==> src/rtl/ddr3_ddl_cmd_pkg.sv <==
// rtl/ddr3_ddl_cmd_pkg.sv - DDR3 command encodings, FSM states and default 100 MHz timing
package ddr3_ddl_cmd_pkg;

    typedef enum logic [2:0] {
        CMD_MODE = 3'b000,
        CMD_REFR = 3'b001,
        CMD_PREC = 3'b010,
        CMD_ACTV = 3'b011,
        CMD_WRIT = 3'b100,
        CMD_READ = 3'b101,
        CMD_ZQCL = 3'b110,
        CMD_NOOP = 3'b111
    } cmd_e;

    typedef enum logic [1:0] {
        ST_IDLE,
        ST_HOLD,
        ST_REFP,
        ST_REFR
    } state_e;

    localparam int GATE_W  = 10;
    localparam int A10_BIT = 10;

    localparam int DEF_ROW_BITS = 13;
    localparam int DEF_T_RCD    = 2;
    localparam int DEF_T_RP     = 2;
    localparam int DEF_T_RAS    = 4;
    localparam int DEF_T_RFC    = 11;
    localparam int DEF_T_REFI   = 780;
    localparam int DEF_T_CCD    = 4;
    localparam int DEF_T_WTR    = 13;
    localparam int DEF_T_RTW    = 6;
    localparam int DEF_T_RDAP   = 6;
    localparam int DEF_T_WRAP   = 13;
    localparam int DEF_T_MOD    = 12;
    localparam int DEF_T_ZQ     = 512;

    // Saturating decrement, then raise to the newly requested hold-off if larger.
    function automatic logic [GATE_W-1:0] gate_next(input logic [GATE_W-1:0] cur,
                                                    input logic [GATE_W-1:0] val);
        logic [GATE_W-1:0] dec;
        dec = (cur == '0) ? '0 : cur - GATE_W'(1);
        return (val > dec) ? val : dec;
    endfunction

endpackage

==> src/rtl/ddr3_refresh_timer.sv <==
// rtl/ddr3_refresh_timer.sv - periodic refresh interval counter with sticky pending flag
module ddr3_refresh_timer #(
    parameter int T_REFI = 780
) (
    input  logic clock,
    input  logic arst_n,
    input  logic clear,
    output logic pending
);

    localparam int CW = $clog2(T_REFI);

    logic [CW-1:0] cnt;
    logic          expire;

    assign expire = (cnt == '0);

    // A new expiry outranks a same-cycle clear so that interval is never lost.
    always_ff @(posedge clock or negedge arst_n) begin
        if (!arst_n) begin
            cnt     <= CW'(T_REFI - 1);
            pending <= 1'b0;
        end else begin
            cnt <= expire ? CW'(T_REFI - 1) : cnt - CW'(1);
            if (expire)
                pending <= 1'b1;
            else if (clear)
                pending <= 1'b0;
        end
    end

endmodule

==> src/rtl/ddr3_ddl_cmd.sv <==
// rtl/ddr3_ddl_cmd.sv - stages one DDL command and issues it on DFI once JEDEC gates allow
module ddr3_ddl_cmd
    import ddr3_ddl_cmd_pkg::*;
#(
    parameter int DDR_ROW_BITS = DEF_ROW_BITS,
    parameter int T_RCD        = DEF_T_RCD,
    parameter int T_RP         = DEF_T_RP,
    parameter int T_RAS        = DEF_T_RAS,
    parameter int T_RFC        = DEF_T_RFC,
    parameter int T_REFI       = DEF_T_REFI,
    parameter int T_CCD        = DEF_T_CCD,
    parameter int T_WTR        = DEF_T_WTR,
    parameter int T_RTW        = DEF_T_RTW,
    parameter int T_RDAP       = DEF_T_RDAP,
    parameter int T_WRAP       = DEF_T_WRAP,
    parameter int T_MOD        = DEF_T_MOD,
    parameter int T_ZQ         = DEF_T_ZQ
) (
    input  logic                    clock,
    input  logic                    arst_n,
    input  logic                    ddl_req_i,
    input  logic                    ddl_seq_i,
    output logic                    ddl_rdy_o,
    output logic                    ddl_ref_o,
    input  logic [2:0]              ddl_cmd_i,
    input  logic [2:0]              ddl_ba_i,
    input  logic [DDR_ROW_BITS-1:0] ddl_adr_i,
    output logic                    dfi_cs_n_o,
    output logic                    dfi_ras_n_o,
    output logic                    dfi_cas_n_o,
    output logic                    dfi_we_n_o,
    output logic [2:0]              dfi_ba_o,
    output logic [DDR_ROW_BITS-1:0] dfi_adr_o
);

    // A gate loaded with G-1 reaches zero in time for issue exactly G cycles later.
    localparam logic [GATE_W-1:0] L_RCD   = GATE_W'(T_RCD - 1);
    localparam logic [GATE_W-1:0] L_RP    = GATE_W'(T_RP - 1);
    localparam logic [GATE_W-1:0] L_RAS   = GATE_W'(T_RAS - 1);
    localparam logic [GATE_W-1:0] L_RFC   = GATE_W'(T_RFC - 1);
    localparam logic [GATE_W-1:0] L_CCD   = GATE_W'(T_CCD - 1);
    localparam logic [GATE_W-1:0] L_WTR   = GATE_W'(T_WTR - 1);
    localparam logic [GATE_W-1:0] L_RTW   = GATE_W'(T_RTW - 1);
    localparam logic [GATE_W-1:0] L_RDAP  = GATE_W'(T_RDAP - 1);
    localparam logic [GATE_W-1:0] L_WRAP  = GATE_W'(T_WRAP - 1);
    localparam logic [GATE_W-1:0] L_RDPRE = GATE_W'(T_RDAP - T_RP - 1);
    localparam logic [GATE_W-1:0] L_WRPRE = GATE_W'(T_WRAP - T_RP - 1);
    localparam logic [GATE_W-1:0] L_MOD   = GATE_W'(T_MOD - 1);
    localparam logic [GATE_W-1:0] L_ZQ    = GATE_W'(T_ZQ - 1);
    localparam logic [DDR_ROW_BITS-1:0] PREA_ADR =
        {{(DDR_ROW_BITS-1-A10_BIT){1'b0}}, 1'b1, {A10_BIT{1'b0}}};

    state_e                  state;
    cmd_e                    stg_cmd;
    logic [2:0]              stg_ba;
    logic [DDR_ROW_BITS-1:0] stg_adr;
    logic [GATE_W-1:0]       g_act, g_rd, g_wr, g_pre;
    logic [GATE_W-1:0]       v_act, v_rd, v_wr, v_pre;
    logic                    issue;
    cmd_e                    iss_cmd;
    logic [DDR_ROW_BITS-1:0] iss_adr;
    logic                    unused_seq;

    assign unused_seq = ddl_seq_i;

    ddr3_refresh_timer #(.T_REFI(T_REFI)) u_refresh_timer (
        .clock   (clock),
        .arst_n  (arst_n),
        .clear   (issue && (state == ST_REFP)),
        .pending (ddl_ref_o)
    );

    always_comb begin
        issue   = 1'b0;
        iss_cmd = stg_cmd;
        iss_adr = stg_adr;
        case (state)
            ST_HOLD: begin
                case (stg_cmd)
                    CMD_READ: issue = (g_rd == '0);
                    CMD_WRIT: issue = (g_wr == '0);
                    CMD_PREC: issue = (g_pre == '0);
                    CMD_REFR: begin
                        issue   = (g_pre == '0) && (g_act == '0);
                        iss_cmd = CMD_PREC;
                        iss_adr = PREA_ADR;
                    end
                    default:  issue = (g_act == '0);
                endcase
            end
            ST_REFP: begin
                issue   = (g_act == '0);
                iss_cmd = CMD_REFR;
            end
            default: ;
        endcase
    end

    always_comb begin
        v_act = '0;
        v_rd  = '0;
        v_wr  = '0;
        v_pre = '0;
        if (issue) begin
            case (iss_cmd)
                CMD_ACTV: begin
                    v_rd  = L_RCD;
                    v_wr  = L_RCD;
                    v_pre = L_RAS;
                end
                CMD_READ: begin
                    v_rd  = L_CCD;
                    v_wr  = L_RTW;
                    v_pre = L_RDPRE;
                    if (iss_adr[A10_BIT]) v_act = L_RDAP;
                end
                CMD_WRIT: begin
                    v_wr  = L_CCD;
                    v_rd  = L_WTR;
                    v_pre = L_WRPRE;
                    if (iss_adr[A10_BIT]) v_act = L_WRAP;
                end
                CMD_PREC: v_act = L_RP;
                CMD_MODE: {v_act, v_rd, v_wr, v_pre} = {4{L_MOD}};
                CMD_ZQCL: {v_act, v_rd, v_wr, v_pre} = {4{L_ZQ}};
                CMD_REFR: {v_act, v_rd, v_wr, v_pre} = {4{L_RFC}};
                default: ;
            endcase
        end
    end

    always_ff @(posedge clock or negedge arst_n) begin
        if (!arst_n) begin
            state       <= ST_IDLE;
            ddl_rdy_o   <= 1'b0;
            stg_cmd     <= CMD_NOOP;
            stg_ba      <= '0;
            stg_adr     <= '0;
            g_act       <= '0;
            g_rd        <= '0;
            g_wr        <= '0;
            g_pre       <= '0;
            dfi_cs_n_o  <= 1'b1;
            dfi_ras_n_o <= 1'b1;
            dfi_cas_n_o <= 1'b1;
            dfi_we_n_o  <= 1'b1;
            dfi_ba_o    <= '0;
            dfi_adr_o   <= '0;
        end else begin
            g_act <= gate_next(g_act, v_act);
            g_rd  <= gate_next(g_rd,  v_rd);
            g_wr  <= gate_next(g_wr,  v_wr);
            g_pre <= gate_next(g_pre, v_pre);

            dfi_cs_n_o <= !issue;
            {dfi_ras_n_o, dfi_cas_n_o, dfi_we_n_o} <= issue ? iss_cmd : 3'b111;
            if (issue) begin
                dfi_ba_o  <= stg_ba;
                dfi_adr_o <= iss_adr;
            end

            case (state)
                ST_IDLE: begin
                    ddl_rdy_o <= 1'b1;
                    if (ddl_req_i && ddl_rdy_o) begin
                        stg_cmd <= cmd_e'(ddl_cmd_i);
                        stg_ba  <= ddl_ba_i;
                        stg_adr <= ddl_adr_i;
                        if (cmd_e'(ddl_cmd_i) != CMD_NOOP) begin
                            state     <= ST_HOLD;
                            ddl_rdy_o <= 1'b0;
                        end
                    end
                end
                ST_HOLD: begin
                    if (issue) begin
                        state     <= (stg_cmd == CMD_REFR) ? ST_REFP : ST_IDLE;
                        ddl_rdy_o <= (stg_cmd != CMD_REFR);
                    end
                end
                ST_REFP: begin
                    if (issue) state <= ST_REFR;
                end
                default: begin
                    state     <= ST_IDLE;
                    ddl_rdy_o <= 1'b1;
                end
            endcase
        end
    end

endmodule

==> config.mk <==
export PLATFORM = sky130hd
export DESIGN_NAME = ddr3_ddl_cmd
export DESIGN_NICKNAME = d
export VERILOG_FILES = /design/src/rtl/ddr3_ddl_cmd_pkg.sv /design/src/rtl/ddr3_refresh_timer.sv /design/src/rtl/ddr3_ddl_cmd.sv
export SDC_FILE = /design/constraint.sdc
export NUM_CORES = 1
export LEC_CHECK = 0
export ABC_AREA = 1
export CAP_MARGIN = 20
export CORE_MARGIN = 10
export CORE_UTILIZATION = 55
export DETAILED_ROUTE_END_ITERATION = 10
export PLACE_DENSITY = 0.85
export SYNTH_ARGS = -nofsm -noshare
export SYNTH_HDL_FRONTEND = slang
export SYNTH_SLANG_ARGS = --single-unit
==> constraint.sdc <==
create_clock -name clock -period 6.2 [get_ports clock]
set_input_delay 0.62 -clock clock [delete_from_list [all_inputs] [get_ports clock]]
set_output_delay 0.62 -clock clock [all_outputs]
set_load 0.05 [all_outputs]
==> results of run 1 <==
## critical path: cells and delay by family, from the launching register on
kind / cells / cell delay (ps)
fa+ha+maj: 2 / 430
simple gates: 11 / 1920
compound gates: 5 / 640
flops: 1 / 420
buf+inv: 4 / 700
## routing by layer
layer	vias up	global-route usage, %	wire length (µm)
met5	-	0	0
met4	0	4.81	165
met3	13	6.38	956
met2	98	27.9	5990
met1	2303	19.4	5590
li1	2638	-	-
## worst min-delay path by stage
stage                                     startpoint                               end  slack (ps)  cells past startpoint
finish                                        arst_n            stg_adr[2]$_DFFE_PN0P_         210                      1
global route                                  arst_n            stg_adr[2]$_DFFE_PN0P_         230                      1
CTS                                           arst_n  u_refresh_timer.cnt[5]$_DFF_PN0_         230                      1
detailed placement  u_refresh_timer.cnt[0]$_DFF_PN1_  u_refresh_timer.cnt[0]$_DFF_PN1_         450                      1
global placement    u_refresh_timer.cnt[0]$_DFF_PN1_  u_refresh_timer.cnt[0]$_DFF_PN1_         440                      1
floorplan                                     arst_n             ddl_rdy_o$_DFFE_PN0P_         320                      0
## where the power goes
group	internal [W]	switching, W	total, W	leakage [nW]
clock	0.000235	0.000237	0.000471	0.115
sequential	0.000875	0.000171	0.00105	1.10
combinational	0.000682	0.00127	0.00195	2.40
total	0.00179	0.00168	0.00347	3.62
## final cells by class
class	instances	area share, %
Timing Repair Buffer	46	6.55
Sequential cell	93	34.1
Tap cell	140	2.55
Inverter	124	6.77
Clock buffer	9	1.80
Clock inverter	7	1.55
Multi-Input combinational cell	576	46.7
## cell families after synthesis
kind of cell	synth area share, %
and+or+nand+nor	33.1
muxes	2.97
buffers and inverters	8.50
adders and majority gates	8.04
AOI/OAI and AO/OA	6.89
xor gates and xnor gates	1.88
DFF	38.6
## through the flow
stage / cell area, µm² / hold WS (ps) / std cells / utilization [%] / setup WS, ps
final: 6870 / 212 / 995 / 63.4 / 1960
after global routing: 6870 / 232 / 995 / 63.4 / 1450
after CTS: 6870 / 226 / 995 / 63.4 / 2000
after detailed placement: 6640 / 447 / 979 / 61.3 / 2030
after global placement: 6640 / 444 / 979 / 61.3 / 2120
after floorplan: 6070 / 324 / 803 / - / 2750
## flip-flops by register name, summed over array words and instances, names as in the netlist
signal	flops
dfi_cs_n_o	1
g_rd	10
g_wr	10
stg_ba	3
u_refresh_timer.cnt	10
ddl_rdy_o	1
dfi_ba_o	3
stg_cmd	3
dfi_cas_n_o	1
g_pre	10
state	2
u_refresh_timer.pending	1
stg_adr	13
dfi_adr_o	13
dfi_ras_n_o	1
g_act	10
dfi_we_n_o	1
## cell usage in the layout (no fill, tap or decap), types with 5 or more instances in the layout
master,count
a21oi_1,22
clkbuf_8,9
clkdlybuf4s50_1,42
dfrtp_1,81
dfstp_2,12
ha_1,39
inv_1,120
mux2_2,16
nand2_1,216
nand2_2,7
nand3_1,56
nand3_2,6
nor2_1,99
nor3_1,18
o21ai_0,34
o21bai_1,5
or2_2,5
xor2_1,9
==> metrics.md, run 1 <==
| Metric | Value |
|---|---|
| Run status | `completed` |
| Area Growth Syn to Fin | `13.3%` |
| Register area share after synthesis | `38.6%` |
| CTS H-tree lvls | `3` |
| Register area | `2340 µm²` |
| Post-synth EDFFs | `0` |
| I/O pin total | `45` |
| Period utilization | `68.4%` |
| Critical path startpoint category | `flip-flop` |
| Synthesized Nets | `865` |
| DRC | `0` |
| Critical Path Start | `g_act[0]$_DFF_PN0_` |
| CTS Buffer Depth | `2` |
| Core Area | `10,800 µm²` |
| Worst-Margin Slew | `961 ps` |
| Cells along the critical path | `inv_1 > ha_1 > nand2_1 > nor3b_2 > nor2_1 > nor2_1 > nand2_1 > nand2_1 > nand2_2 > inv_1 > ha_1 > nand2_1 > inv_1 > nand3_1 > o21bai_1 > a31o_2 > nand2_1 > a21o_1 > o311ai_0 > inv_1 > nand2_1 > o21ai_0` |
| Via/cell ratio | `5.08` |
| Inserted Clock Buffers | `9` |
| Number of detailed-routing iterations run before antenna repair | `5` |
| CTS Root Buffer Type | `clkbuf_8` |
| Power per cell area | `505 nW/µm²` |
| Top FF cell, synth | `dfrtp_1` |
| # hold bufs at CTS | `0` |
| R2R Setup Slk | `1960 ps` |
| Setup_tns | `0 ps` |
| Syn Inst Count | `803` |
| RSZ-0062 raised after global routing | `no` |
| Initial Util | `56.0%` |
| Slew Limit Fails | `0` |
| Via Count | `5,052` |
| Peak VDD IR | `0.000302 V` |
| Leakage | `3.62 nW` |
| Total number of yosys warnings | `0` |
| Largest net degree at the start of global routing | `49` |
| Routed wire per std cell | `12.8 µm` |
| Worst EP arrival | `4490 ps` |
| Pwr Total | `0.00347 W` |
| CTS tree | `built` |
| Period minus WS final | `4240 ps` |
| Vias in the first global route | `5,049` |
| Count leader, synth | `nand2_1` |
| HP Class | `input port to async pin` |
| Synth area leaders | `dfrtp_1, nand2_1, ha_1` |
| IO Port Bufs | `43` |
| Final HPWL DP | `9630 µm` |
| Clock transition at the registers of the reported paths | `100 ps` |
| Final #Nets | `912` |
| Kind of end point of the critical path | `flip-flop` |
| Ant diodes | `0` |
| Chip Width | `125 µm` |
| CP dominant cell by count | `nand2_1` |
| Worst-Skew Late Latency | `380 ps` |
| FFs w/ async S/R, synth | `100%` |
| Slew HR | `35.8%` |
| CP max stage delay | `590 ps` |
| # rows | `38` |
| Reg2reg end | `g_act[8]$_DFF_PN0_` |
| Die height | `125 µm` |
| R2R depth | `22` |
| Avg Cell Area, Syn | `7.56 µm²` |
| Layout cells sized above 1 | `10.5%` |
| Synth top area share | `33.4%` |
| Routed Antenna Nets | `0` |
| WS Path Type | `flip-flop to flip-flop` |
| Critical Path Sink | `g_act[8]$_DFF_PN0_` |
| Initial antenna violation count | `0` |
| Iter 0 DRT Violations | `286` |
| Worst EP required | `6450 ps` |
| Multi-input logic area | `3210 µm²` |
| Max-Cap Viols | `0` |
| CP max-delay cell | `nor3b_2` |
| Final Skew | `15.7 ps` |
| Drt total wl | `12,700 µm` |
| Unique masters post-synth | `47` |
| Clock Sinks | `93` |
| Final hold vios | `0` |
| Final setup vio count | `0` |
| Mapped cell area | `6070 µm²` |
| Die area | `15,600 µm²` |
| First-pass GRT wire length | `22,400 µm` |
| Total gr overflow | `0` |
| Final Wtd Congestion | `0.869` |
| Cell taking the most area after synthesis | `dfrtp_1` |
| # resized after CTS | `0` |
| Number of fill cells | `931` |
| Commonest cells in the netlist | `nand2_1, inv_1, nor2_1, dfrtp_1, nand3_1` |
| Worst r2r src | `g_act[0]$_DFF_PN0_` |
| Total track usage | `16.7%` |
| Critical path peak fanout | `12` |
| Synthesis-stage register bit count | `93` |
| Highest clock rate | `236 MHz` |
| Post-CTS setup buffer count | `0` |
Power figures use the tool's default switching activity.
==> inputs of run 2 (changes only) <==
--- a/config.mk
+++ b/config.mk
@@ -8,9 +8,9 @@
 export ABC_AREA = 1
 export CAP_MARGIN = 20
 export CORE_MARGIN = 10
-export CORE_UTILIZATION = 55
+export CORE_UTILIZATION = 54
 export DETAILED_ROUTE_END_ITERATION = 10
-export PLACE_DENSITY = 0.85
+export PLACE_DENSITY = 0.86
 export SYNTH_ARGS = -nofsm -noshare
 export SYNTH_HDL_FRONTEND = slang
 export SYNTH_SLANG_ARGS = --single-unit
==> constraint.sdc (replaced) <==
create_clock -name clock -period 3.8 [get_ports clock]
set_input_delay 0.38 -clock clock [delete_from_list [all_inputs] [get_ports clock]]
set_output_delay 0.38 -clock clock [all_outputs]
set_load 0.05 [all_outputs]
==> metrics.md, run 2 (synthesis results as in run 1) <==
| Metric | Value |
|---|---|
| Peak VDD IR | `0.000626 V` |
| Total gr overflow | `0` |
| Max-Cap Viols | `0` |
| Critical path startpoint category | `flip-flop` |
| Slew Limit Fails | `0` |
| Clock transition at the registers of the reported paths | `70 ps` |
| Period utilization | `91.1%` |
| Run status | `completed` |
| Worst-Skew Late Latency | `350 ps` |
| CTS H-tree lvls | `3` |
| Iter 0 DRT Violations | `343` |
| Final setup vio count | `0` |
| Die area | `15,900 µm²` |
| Multi-input logic area | `3250 µm²` |
| Die height | `126 µm` |
| Final HPWL DP | `10,200 µm` |
| Leakage | `3.73 nW` |
| Worst-Margin Slew | `947 ps` |
| Critical path peak fanout | `17` |
| Wire length on met3 | `906 µm` |
| Slew HR | `36.7%` |
| DRC | `0` |
| Worst r2r src | `g_act[0]$_DFF_PN0_` |
| Via/cell ratio | `5.20` |
| Via Count | `5,245` |
| Commonest cells after routing, fill and taps aside | `nand2_1, inv_1, nor2_1` |
| Number of detailed-routing iterations run before antenna repair | `5` |
| Total track usage | `17.3%` |
| I/O pin total | `45` |
| Initial Util | `55.5%` |
| R2R Setup Slk | `340 ps` |
| Number of fill cells | `872` |
| Top layer in use | `met4` |
| Area Growth Syn to Fin | `17.2%` |
| Final hold vios | `0` |
| Period minus WS final | `3460 ps` |
| Pwr Total | `0.00593 W` |
| Biggest regs | `dfi_adr_o (13), stg_adr (13)` |
| Worst EP required | `4040 ps` |
| Final #Nets | `926` |
| Worst EP arrival | `3700 ps` |
| Kind of end point of the critical path | `flip-flop` |
| Clock Sinks | `93` |
| Reg2reg end | `g_rd[2]$_DFF_PN0_` |
| Power per cell area | `834 nW/µm²` |
| R2R depth | `22` |
| IO Port Bufs | `43` |
| Commonest non-fill, non-tap cell in the layout | `nand2_1` |
| Layout cells sized above 1 | `12.8%` |
| CTS Buffer Depth | `2` |
| Setup_tns | `0 ps` |
| RSZ-0062 raised after global routing | `no` |
| Ant diodes | `0` |
| Final Wtd Congestion | `0.906` |
| Drt total wl | `13,600 µm` |
| Final std cells w/o fill | `1,009` |
| Final Skew | `9.46 ps` |
| WS Path Type | `flip-flop to flip-flop` |
| DR WL met2 | `6700 µm` |
| CTS tree | `built` |
| Initial antenna violation count | `0` |
| Inserted Clock Buffers | `9` |
| Routed Antenna Nets | `0` |
| DRT met1 WL | `5770 µm` |
| CTS Root Buffer Type | `clkbuf_16` |
| Core Area | `10,900 µm²` |
| Placed Cells | `988` |
| Highest clock rate | `289 MHz` |
| Register area | `2340 µm²` |
| # rows | `38` |
| Routed wire per std cell | `13.5 µm` |
| Chip Width | `126 µm` |
| First-pass GRT wire length | `23,500 µm` |
| HP Class | `input port to async pin` |
| Vias in the first global route | `5,179` |
| Largest net degree at the start of global routing | `84` |
## run 2: changes by cell type in the layout (fill, tap and decap cells not counted), moves of 2 or more
cell / change
buf_4: +11
clkbuf_16: +9
clkbuf_8: -8
inv_6: +4
bufinv_16: -2
ha_1: -2
ha_2: +2
nand2_1: -2
nand2_2: +2
o21ai_0: -2
o21ai_1: +2
## run 2: what timing repair did
item                                    CTS  global route
hold buffers                              0             1
resized for setup                         0            14
pin swaps                                 0             1
endpoints found under the setup margin    5            27
setup buffers                             2             1
hold endpoints to repair                  0            13
## run 2: through the flow
| stage | cell area (µm²) | utilization, % | setup WS [ps] | hold WS, ps |
|---|---|---|---|---|
| detailed placement | 6710 | 61.4 | -8.89 | 452 |
| CTS | 7020 | 64.2 | 129 | 249 |
| finish | 7110 | 65.0 | 339 | 440 |
| global placement | 6710 | 61.4 | 118 | 446 |
| floorplan | 6070 | - | 354 | 84.4 |
| global route | 7110 | 65.0 | 19.2 | 475 |
## run 2: final cells by class
class,instances,area share [%]
repair buffers,60,8.18
clock inverters,6,0.810
well taps,140,2.46
flip-flops and latches,93,32.9
inverters,124,6.55
clock buffers,10,3.36
multi-input cells,576,45.7
## run 2: worst max-delay path, cell delays in order, from the launching register on
cell and delay, ps:
dfrtp_1 420, inv_1 120, ha_1 160, nand2_1 100, nor3b_2 270, nor2_1 100, nor2_1 90, nand2_1 70
nand2_1 110, buf_4 170, buf_6 200, inv_1 100, a21oi_4 190, inv_1 80, a21oi_1 210, ha_1 240
inv_1 50, o21bai_1 170, nand3_2 110, nand3_4 140, nand2_4 100, nand2_1 80, nand2_1 60
## run 2: per-layer routing
layer  up-vias  track usage (%)
met5         -                0
met4         0             5.56
met3        18             4.91
met2       128             29.3
met1      2427             20.6
li1       2672                -
## run 2: worst max-delay path by stage
stage,start,slack [ps],to
floorplan,state[0]$_DFFE_PN0P_,350,g_act[6]$_DFF_PN0_
finish,g_act[0]$_DFF_PN0_,340,g_rd[2]$_DFF_PN0_
detailed placement,state[0]$_DFFE_PN0P_,-9,g_act[6]$_DFF_PN0_
global placement,state[0]$_DFFE_PN0P_,120,g_act[5]$_DFF_PN0_
global route,g_act[0]$_DFF_PN0_,20,g_act[7]$_DFF_PN0_
CTS,state[0]$_DFFE_PN0P_,130,g_act[6]$_DFF_PN0_
## run 2: report_power, final
part | leakage (nW) | internal (W) | switching [W]
Clock | 0.148 | 0.000481 | 0.000423
Combinational | 2.48 | 0.00118 | 0.00213
Sequential | 1.10 | 0.00143 | 0.000290
